==> config.mk <==
export PLATFORM = sky130hd
export DESIGN_NAME = multicycle_control
export DESIGN_NICKNAME = d
export VERILOG_FILES = /design/src/rtl/multicycle_control.sv
export SDC_FILE = /design/constraint.sdc
export NUM_CORES = 1
export LEC_CHECK = 0
export CORE_MARGIN = 5
export CORE_UTILIZATION = 35
export DETAILED_ROUTE_END_ITERATION = 10
export PLACE_DENSITY = 0.66
export SYNTH_ARGS = -nofsm -noshare
export SYNTH_HDL_FRONTEND = slang
export SYNTH_SLANG_ARGS = --single-unit
==> constraint.sdc <==
create_clock -name clk -period 3 [get_ports clk]
set_clock_uncertainty 0.2 [all_clocks]
set_input_delay 0.45 -clock clk [delete_from_list [all_inputs] [get_ports clk]]
set_output_delay 0.45 -clock clk [all_outputs]
set_load 0.005 [all_outputs]
==> src/rtl/multicycle_control.sv <==
// Multicycle MIPS-style control FSM.
// Sequences fetch/decode/execute and drives datapath strobes.
module multicycle_control (
  input  logic       clk,
  input  logic       reset,
  input  logic [5:0] opcode,
  input  logic       mem_ready,
  output logic       PCWrite,
  output logic       PCWriteCond,
  output logic       IorD,
  output logic       MemRead,
  output logic       MemWrite,
  output logic       IRWrite,
  output logic       MemtoReg,
  output logic       RegDst,
  output logic       RegWrite,
  output logic       ALUSrcA,
  output logic [1:0] ALUSrcB,
  output logic [1:0] ALUOp,
  output logic [1:0] PCSource,
  output logic       instr_done,
  output logic       illegal_op,
  output logic [3:0] state
);

  typedef enum logic [3:0] {
    FETCH   = 4'd0,
    DECODE  = 4'd1,
    MEMADR  = 4'd2,
    MEMRD   = 4'd3,
    MEMWB   = 4'd4,
    MEMWR   = 4'd5,
    EXEC    = 4'd6,
    RWB     = 4'd7,
    BRANCH  = 4'd8,
    JUMP    = 4'd9,
    ADDI_EX = 4'd10,
    ADDI_WB = 4'd11
  } state_e;

  localparam logic [5:0] OP_LW   = 6'b100011;
  localparam logic [5:0] OP_SW   = 6'b101011;
  localparam logic [5:0] OP_RT   = 6'b000000;
  localparam logic [5:0] OP_BEQ  = 6'b000100;
  localparam logic [5:0] OP_J    = 6'b000010;
  localparam logic [5:0] OP_ADDI = 6'b001000;

  state_e     state_q, state_d;
  logic [5:0] op_q, op_d;

  always_ff @(posedge clk) begin
    if (reset) begin
      state_q <= FETCH;
      op_q    <= '0;
    end else begin
      state_q <= state_d;
      op_q    <= op_d;
    end
  end

  always_comb begin
    state_d     = state_q;
    op_d        = op_q;
    PCWrite     = 1'b0;
    PCWriteCond = 1'b0;
    IorD        = 1'b0;
    MemRead     = 1'b0;
    MemWrite    = 1'b0;
    IRWrite     = 1'b0;
    MemtoReg    = 1'b0;
    RegDst      = 1'b0;
    RegWrite    = 1'b0;
    ALUSrcA     = 1'b0;
    ALUSrcB     = 2'b00;
    ALUOp       = 2'b00;
    PCSource    = 2'b00;
    instr_done  = 1'b0;
    illegal_op  = 1'b0;
    case (state_q)
      FETCH: begin
        MemRead = 1'b1;
        ALUSrcB = 2'b01;
        IRWrite = mem_ready;
        PCWrite = mem_ready;
        if (mem_ready) state_d = DECODE;
      end
      DECODE: begin
        ALUSrcB = 2'b11;
        op_d    = opcode;
        case (opcode)
          OP_LW, OP_SW: state_d = MEMADR;
          OP_RT:        state_d = EXEC;
          OP_BEQ:       state_d = BRANCH;
          OP_J:         state_d = JUMP;
          OP_ADDI:      state_d = ADDI_EX;
          default: begin
            state_d    = FETCH;
            illegal_op = 1'b1;
          end
        endcase
      end
      MEMADR: begin
        ALUSrcA = 1'b1;
        ALUSrcB = 2'b10;
        state_d = (op_q == OP_LW) ? MEMRD : MEMWR;
      end
      MEMRD: begin
        MemRead = 1'b1;
        IorD    = 1'b1;
        if (mem_ready) state_d = MEMWB;
      end
      MEMWB: begin
        MemtoReg   = 1'b1;
        RegWrite   = 1'b1;
        instr_done = 1'b1;
        state_d    = FETCH;
      end
      MEMWR: begin
        MemWrite   = 1'b1;
        IorD       = 1'b1;
        instr_done = mem_ready;
        if (mem_ready) state_d = FETCH;
      end
      EXEC: begin
        ALUSrcA = 1'b1;
        ALUOp   = 2'b10;
        state_d = RWB;
      end
      RWB: begin
        RegDst     = 1'b1;
        RegWrite   = 1'b1;
        instr_done = 1'b1;
        state_d    = FETCH;
      end
      BRANCH: begin
        ALUSrcA     = 1'b1;
        ALUOp       = 2'b01;
        PCSource    = 2'b01;
        PCWriteCond = 1'b1;
        instr_done  = 1'b1;
        state_d     = FETCH;
      end
      JUMP: begin
        PCSource   = 2'b10;
        PCWrite    = 1'b1;
        instr_done = 1'b1;
        state_d    = FETCH;
      end
      ADDI_EX: begin
        ALUSrcA = 1'b1;
        ALUSrcB = 2'b10;
        state_d = ADDI_WB;
      end
      ADDI_WB: begin
        RegWrite   = 1'b1;
        instr_done = 1'b1;
        state_d    = FETCH;
      end
      default: state_d = FETCH;
    endcase
    // reset kills every side-effecting strobe, whatever state we are in
    if (reset) begin
      PCWrite     = 1'b0;
      PCWriteCond = 1'b0;
      IRWrite     = 1'b0;
      RegWrite    = 1'b0;
      MemWrite    = 1'b0;
      MemRead     = 1'b0;
      instr_done  = 1'b0;
      illegal_op  = 1'b0;
    end
  end

  assign state = state_q;

endmodule

# After elaboration in Yosys (flattened, before gate mapping)
# Cells that the tools add are included.
# Widths: inputs -> output; s select.
# classes
eq_ne,20
n_mux,30
n_reduce_logical,11
# ops
cell,n
$pmux 4 s7,1
$pmux 4 s5,1
$mux 1,19
$eq 6x6->1 const B,3
$eq 4x3->1 const B,4
$eq 4x4->1 const B,4
$mux 4,3
$eq 4x2->1 const B,2
$pmux 2 s2,2
$reduce_or 2->1,4
$eq 6x2->1 const B,1
$eq 6x3->1 const B,1
$eq 6x4->1 const B,1
$logic_not 6->1,1
$ne 2x2->1 const B,3
$pmux 2 s3,1
$reduce_or 6->1,1
$reduce_or 5->1,1
$eq 4x1->1 const B,1
$logic_not 4->1,1
$pmux 1 s2,2
$reduce_or 4->1,1
$mux 3,1
$reduce_and 3->1,1
$reduce_or 3->1,1
# totals
reg_bits,10
input_bits,9

# Logic depth before layout (Yosys ltp)
# Gate-level depths: netlist of run 1.
# depth
ltp_word,5
depth_mapped,6
depth_no_buf,4

# Worst setup path after synthesis of run 1
# No wires, ideal clock.
# synth_path
path_kind,register -> output
start,register state_q[0] (netlist: state[0])
end,output illegal_op
arrival_time_ns,1.272
path_slack_ns,1.078
stages_incl_launch_ff,5
path_buffers,1
cell_sequence,dfxtp_1 buf_2 and2b_1 nand2_2 a2111oi_0
# synth_via
elab_chain_len,3
# synth_rtl
element,line,text
from (decl),48,"state_e state_q, state_d;"
from (signal assigned),56,state_q <= state_d;
$eq 4x1->1,79,case (state_q)
$mux 1,79,
$mux 1,162,if (reset) begin
to (decl),22,"output logic illegal_op,"
# Every way passes these cells.

# Worst setup path after layout of run 1
# layout_path
start,input mem_ready
end,output instr_done
# layout_via
elab_chain_len,2
# layout_rtl
element,line,text
from (decl),7,"input logic mem_ready,"
$pmux 1 s2,79,
$mux 1,162,
to (decl),21,"output logic instr_done,"
# Every way passes these cells.

==> key figures, run 1 <==
Status
  – Status: finished, final reports clean

Power
  – Cell Pwr Density: 326.4 nW/um^2
  – Tot Pwr: 394.0 uW
  – Worst vdd ir: 0.2198 mV
  – Leak pwr: 0.0004283 uW

Drt
  – Vias: around 1000
  – TritonRoute pass-1 iters: 4
  – DR WL/cell: 13.86 um
  – DR iter-0 viols: 25
  – Number of remaining DRC errors: 0
  – Final wirelength: 2495 um
  – Via density: 5.400
  – Antenna Violating Nets Remaining: 0

Critical path
  – Worst path required time: between 2 and 2.5 ns
  – Worst Path Arrival: 2.09 ns
  – Nature of the critical path startpoint: input pin
  – Crit path max-delay family: buffers and inverters
  – Critical-path cell list: clkdlybuf4s50_1 > or3b_1 > a21oi_1 > nor4_1 > clkdlybuf4s50_1
  – CP bufs+invs: 2
  – Worst Setup End Kind: output port
  – Most numerous cell on the critical path: clkdlybuf4s50_1
  – Crit Path Max Fanout: 8
  – Crit Path Class: in -> out
  – Critical path's slowest cell: clkdlybuf4s50_1
  – Max incr delay on CP: 0.53 ns

Yosys
  – Post-synthesis net count: 130
  – Syn Inst Count: 121
  – Cell Area, Synth: 825.8 sq um
  – Seq/Total Area, Yosys: 24.24%
  – Synth Register Bits: 10
  – Yosys warning total: 0
  – Synth Flop Type: dfxtp_1
  – Fraction of registers with async set/reset: 0%
  – Synth unique cells: 38
  – EDFF count, synth: 0
  – Mapped Avg Cell Area: 6.825 sq um

Place
  – Count of buffers from port buffering: 30
  – Final HPWL DP: about 1900 um
  – GP Congestion: 0.8009
  – Dpl cell area: between 1000 and 1500 sq um

Cells and area
  – Share of cells above drive strength 1: a little under an eighth
  – Total Nets Final: about 160
  – Finished Cell Area: 1207 sq um
  – Area grow syn2layout: 46.21%
  – Post-layout util: around 54%
  – Ant. Diodes: 0

Floorplanning
  – Initial Utilization: between 30% and 40%
  – Die height: 58.58 um
  – Die ar.: 3431 sq um
  – Core Area: 2233 sq um
  – Row cnt: 17
  – Die Width: 58.58 um
  – Io pins: 31

Clocking
  – Htree depth: 1
  – CTS tree: yes
  – Worst-path clk slew: 0.06 ns
  – CTS Buf Count: 3
  – # clock sinks: 10
  – Clock root buffer master: clkbuf_4
  – Maximum root-to-sink buffer count: 2
  – Clk_lat worst skew: 0.26 ns

Min path
  – Min-delay worst type: reg -> reg

STA
  – Fin. max-slew vios: 0
  – Fmax achieved: 365.1 MHz
  – Setup total negative slack: 0 ns
  – Slew headroom: 66.15%
  – Crit path time final: 2.739 ns
  – Worst-Margin Slew: 0.5066 ns
  – Final period utilization: around 91%
  – Final setup viols: 0
  – Fin. Hold Viols: 0
  – RSZ-0062 raised after global routing: no

Global route
  – Gr ovfl total: 0
  – Largest net degree at the start of global routing: 23
  – Vias in the first global route: 915
  – GRT Total Usage: 15.10%
  – Initial antenna violation count: 0
  – First-pass GRT wire length: 4105 um

Run
  – Max_cap viols: 0
[synthesized netlist by cell type (2+ instances only)]
library cell  number  area, sq um
a21oi_1           14        70.07
dfxtp_1           10        200.2
nor3b_1            3        22.52
buf_1              2        7.510
clkbuf_1           4        15.01
nor3_1            10        50.05
nand3b_1           2        15.01
o21ai_0            5        25.02
nor2_1            15        56.30
nand2_1           18        67.56
nor4_1             5        31.28
buf_2              4        20.02
nand2b_1           3        18.77
inv_1              2        7.510
[layout make-up]
class	instances	area, sq um
multi-input cells	98	565.5
fillers	244	1026
well taps	28	35.03
inverters	2	7.507
clock buffers	4	36.28
repair buffers	38	362.8
flip-flops and latches	10	200.2
[layer usage]
metal | GRT usage [%] | wire (um) | vias to the layer above
li1 | - | - | 494
met1 | 19.15 | 1200 | 445
met2 | 24.88 | 1090 | 31
met3 | 4.605 | 187 | 2
met4 | 3.883 | 17 | 0
met5 | 0 | 0 | -
[path summary, 6_finish.rpt]
kind / from / endpoint / slack [ns] / depth (start not counted)
hold / removal: op_q[4] / op_q[4] / 0.26 / 2
hold reg to reg: op_q[4] / op_q[4] / 0.26 / 2
setup reg to reg: state[1] / state[2] / 0.97 / 4
setup / recovery: mem_ready / instr_done / 0.26 / 5
[flip-flops by register name (all words and copies together) (netlist names)]
| register | count |
|---|---|
| op_q | 6 |
| state | 4 |
[worst register-to-register path, delay by kind of cell, from the launching register on]
family | cells | cell delay, ns
AO/OA/AOI/OAI | 1 | 0.34
buffers and inverters | 1 | 0.24
flip-flops | 1 | 0.44
AND/OR/NAND/NOR | 2 | 0.71
[layout by cell type (no fill, tap or decap), types with 2 or more instances in the layout]
cell / count
dfxtp_1: 10
clkbuf_4: 3
buf_4: 8
nor3_1: 10
nand2b_1: 3
nand2_1: 18
clkdlybuf4s50_1: 29
a21oi_1: 14
nor2_1: 15
nor4_1: 5
inv_1: 2
nand3b_1: 2
o21ai_0: 5
nor3b_1: 3
[power breakdown]
part | switching (uW) | internal [uW] | leakage [uW]
Combinational | 63.0 | 63.7 | 0.000326
Sequential | 6.92 | 141 | 0.0000815
Clock | 45.5 | 73.6 | 0.0000210
[per-stage QoR]
| stage | setup slack [ns] | hold slack (ns) | std cells |
|---|---|---|---|
| 2_1_floorplan | 1.078 | 0.2311 | 121 |
| 3_3_place_gp | 0.06067 | 0.2407 | 176 |
| 3_5_place_dp | 0.07600 | 0.2484 | 176 |
| 4_1_cts | 0.04019 | 0.2584 | 180 |
| 5_1_grt | 0.1182 | 0.2832 | 180 |
| 6_report | 0.2611 | 0.2551 | 180 |
[timing repair]
action,in CTS,in global routing
hold buffers,0,0
setup buffers,0,0
gates resized for setup,0,2
endpoints found under the setup margin,0,1
[cell families after synthesis]
| logic type | count (synthesis) | synth area share, % |
|---|---|---|
| fa+ha+maj | 1 | 1.212 |
| simple gates | 67 | 43.18 |
| compound gates | 28 | 21.82 |
| flops | 10 | 24.24 |
| buf+inv | 13 | 7.424 |
| xor+xnor | 2 | 2.122 |
Power figures use the tool's default switching activity.
==> inputs of run 2 (changes only) <==
ABC_AREA = 0   (was default)
==> results of run 2 <==
Final layout, timing and power as in run 1 (identical DEF).
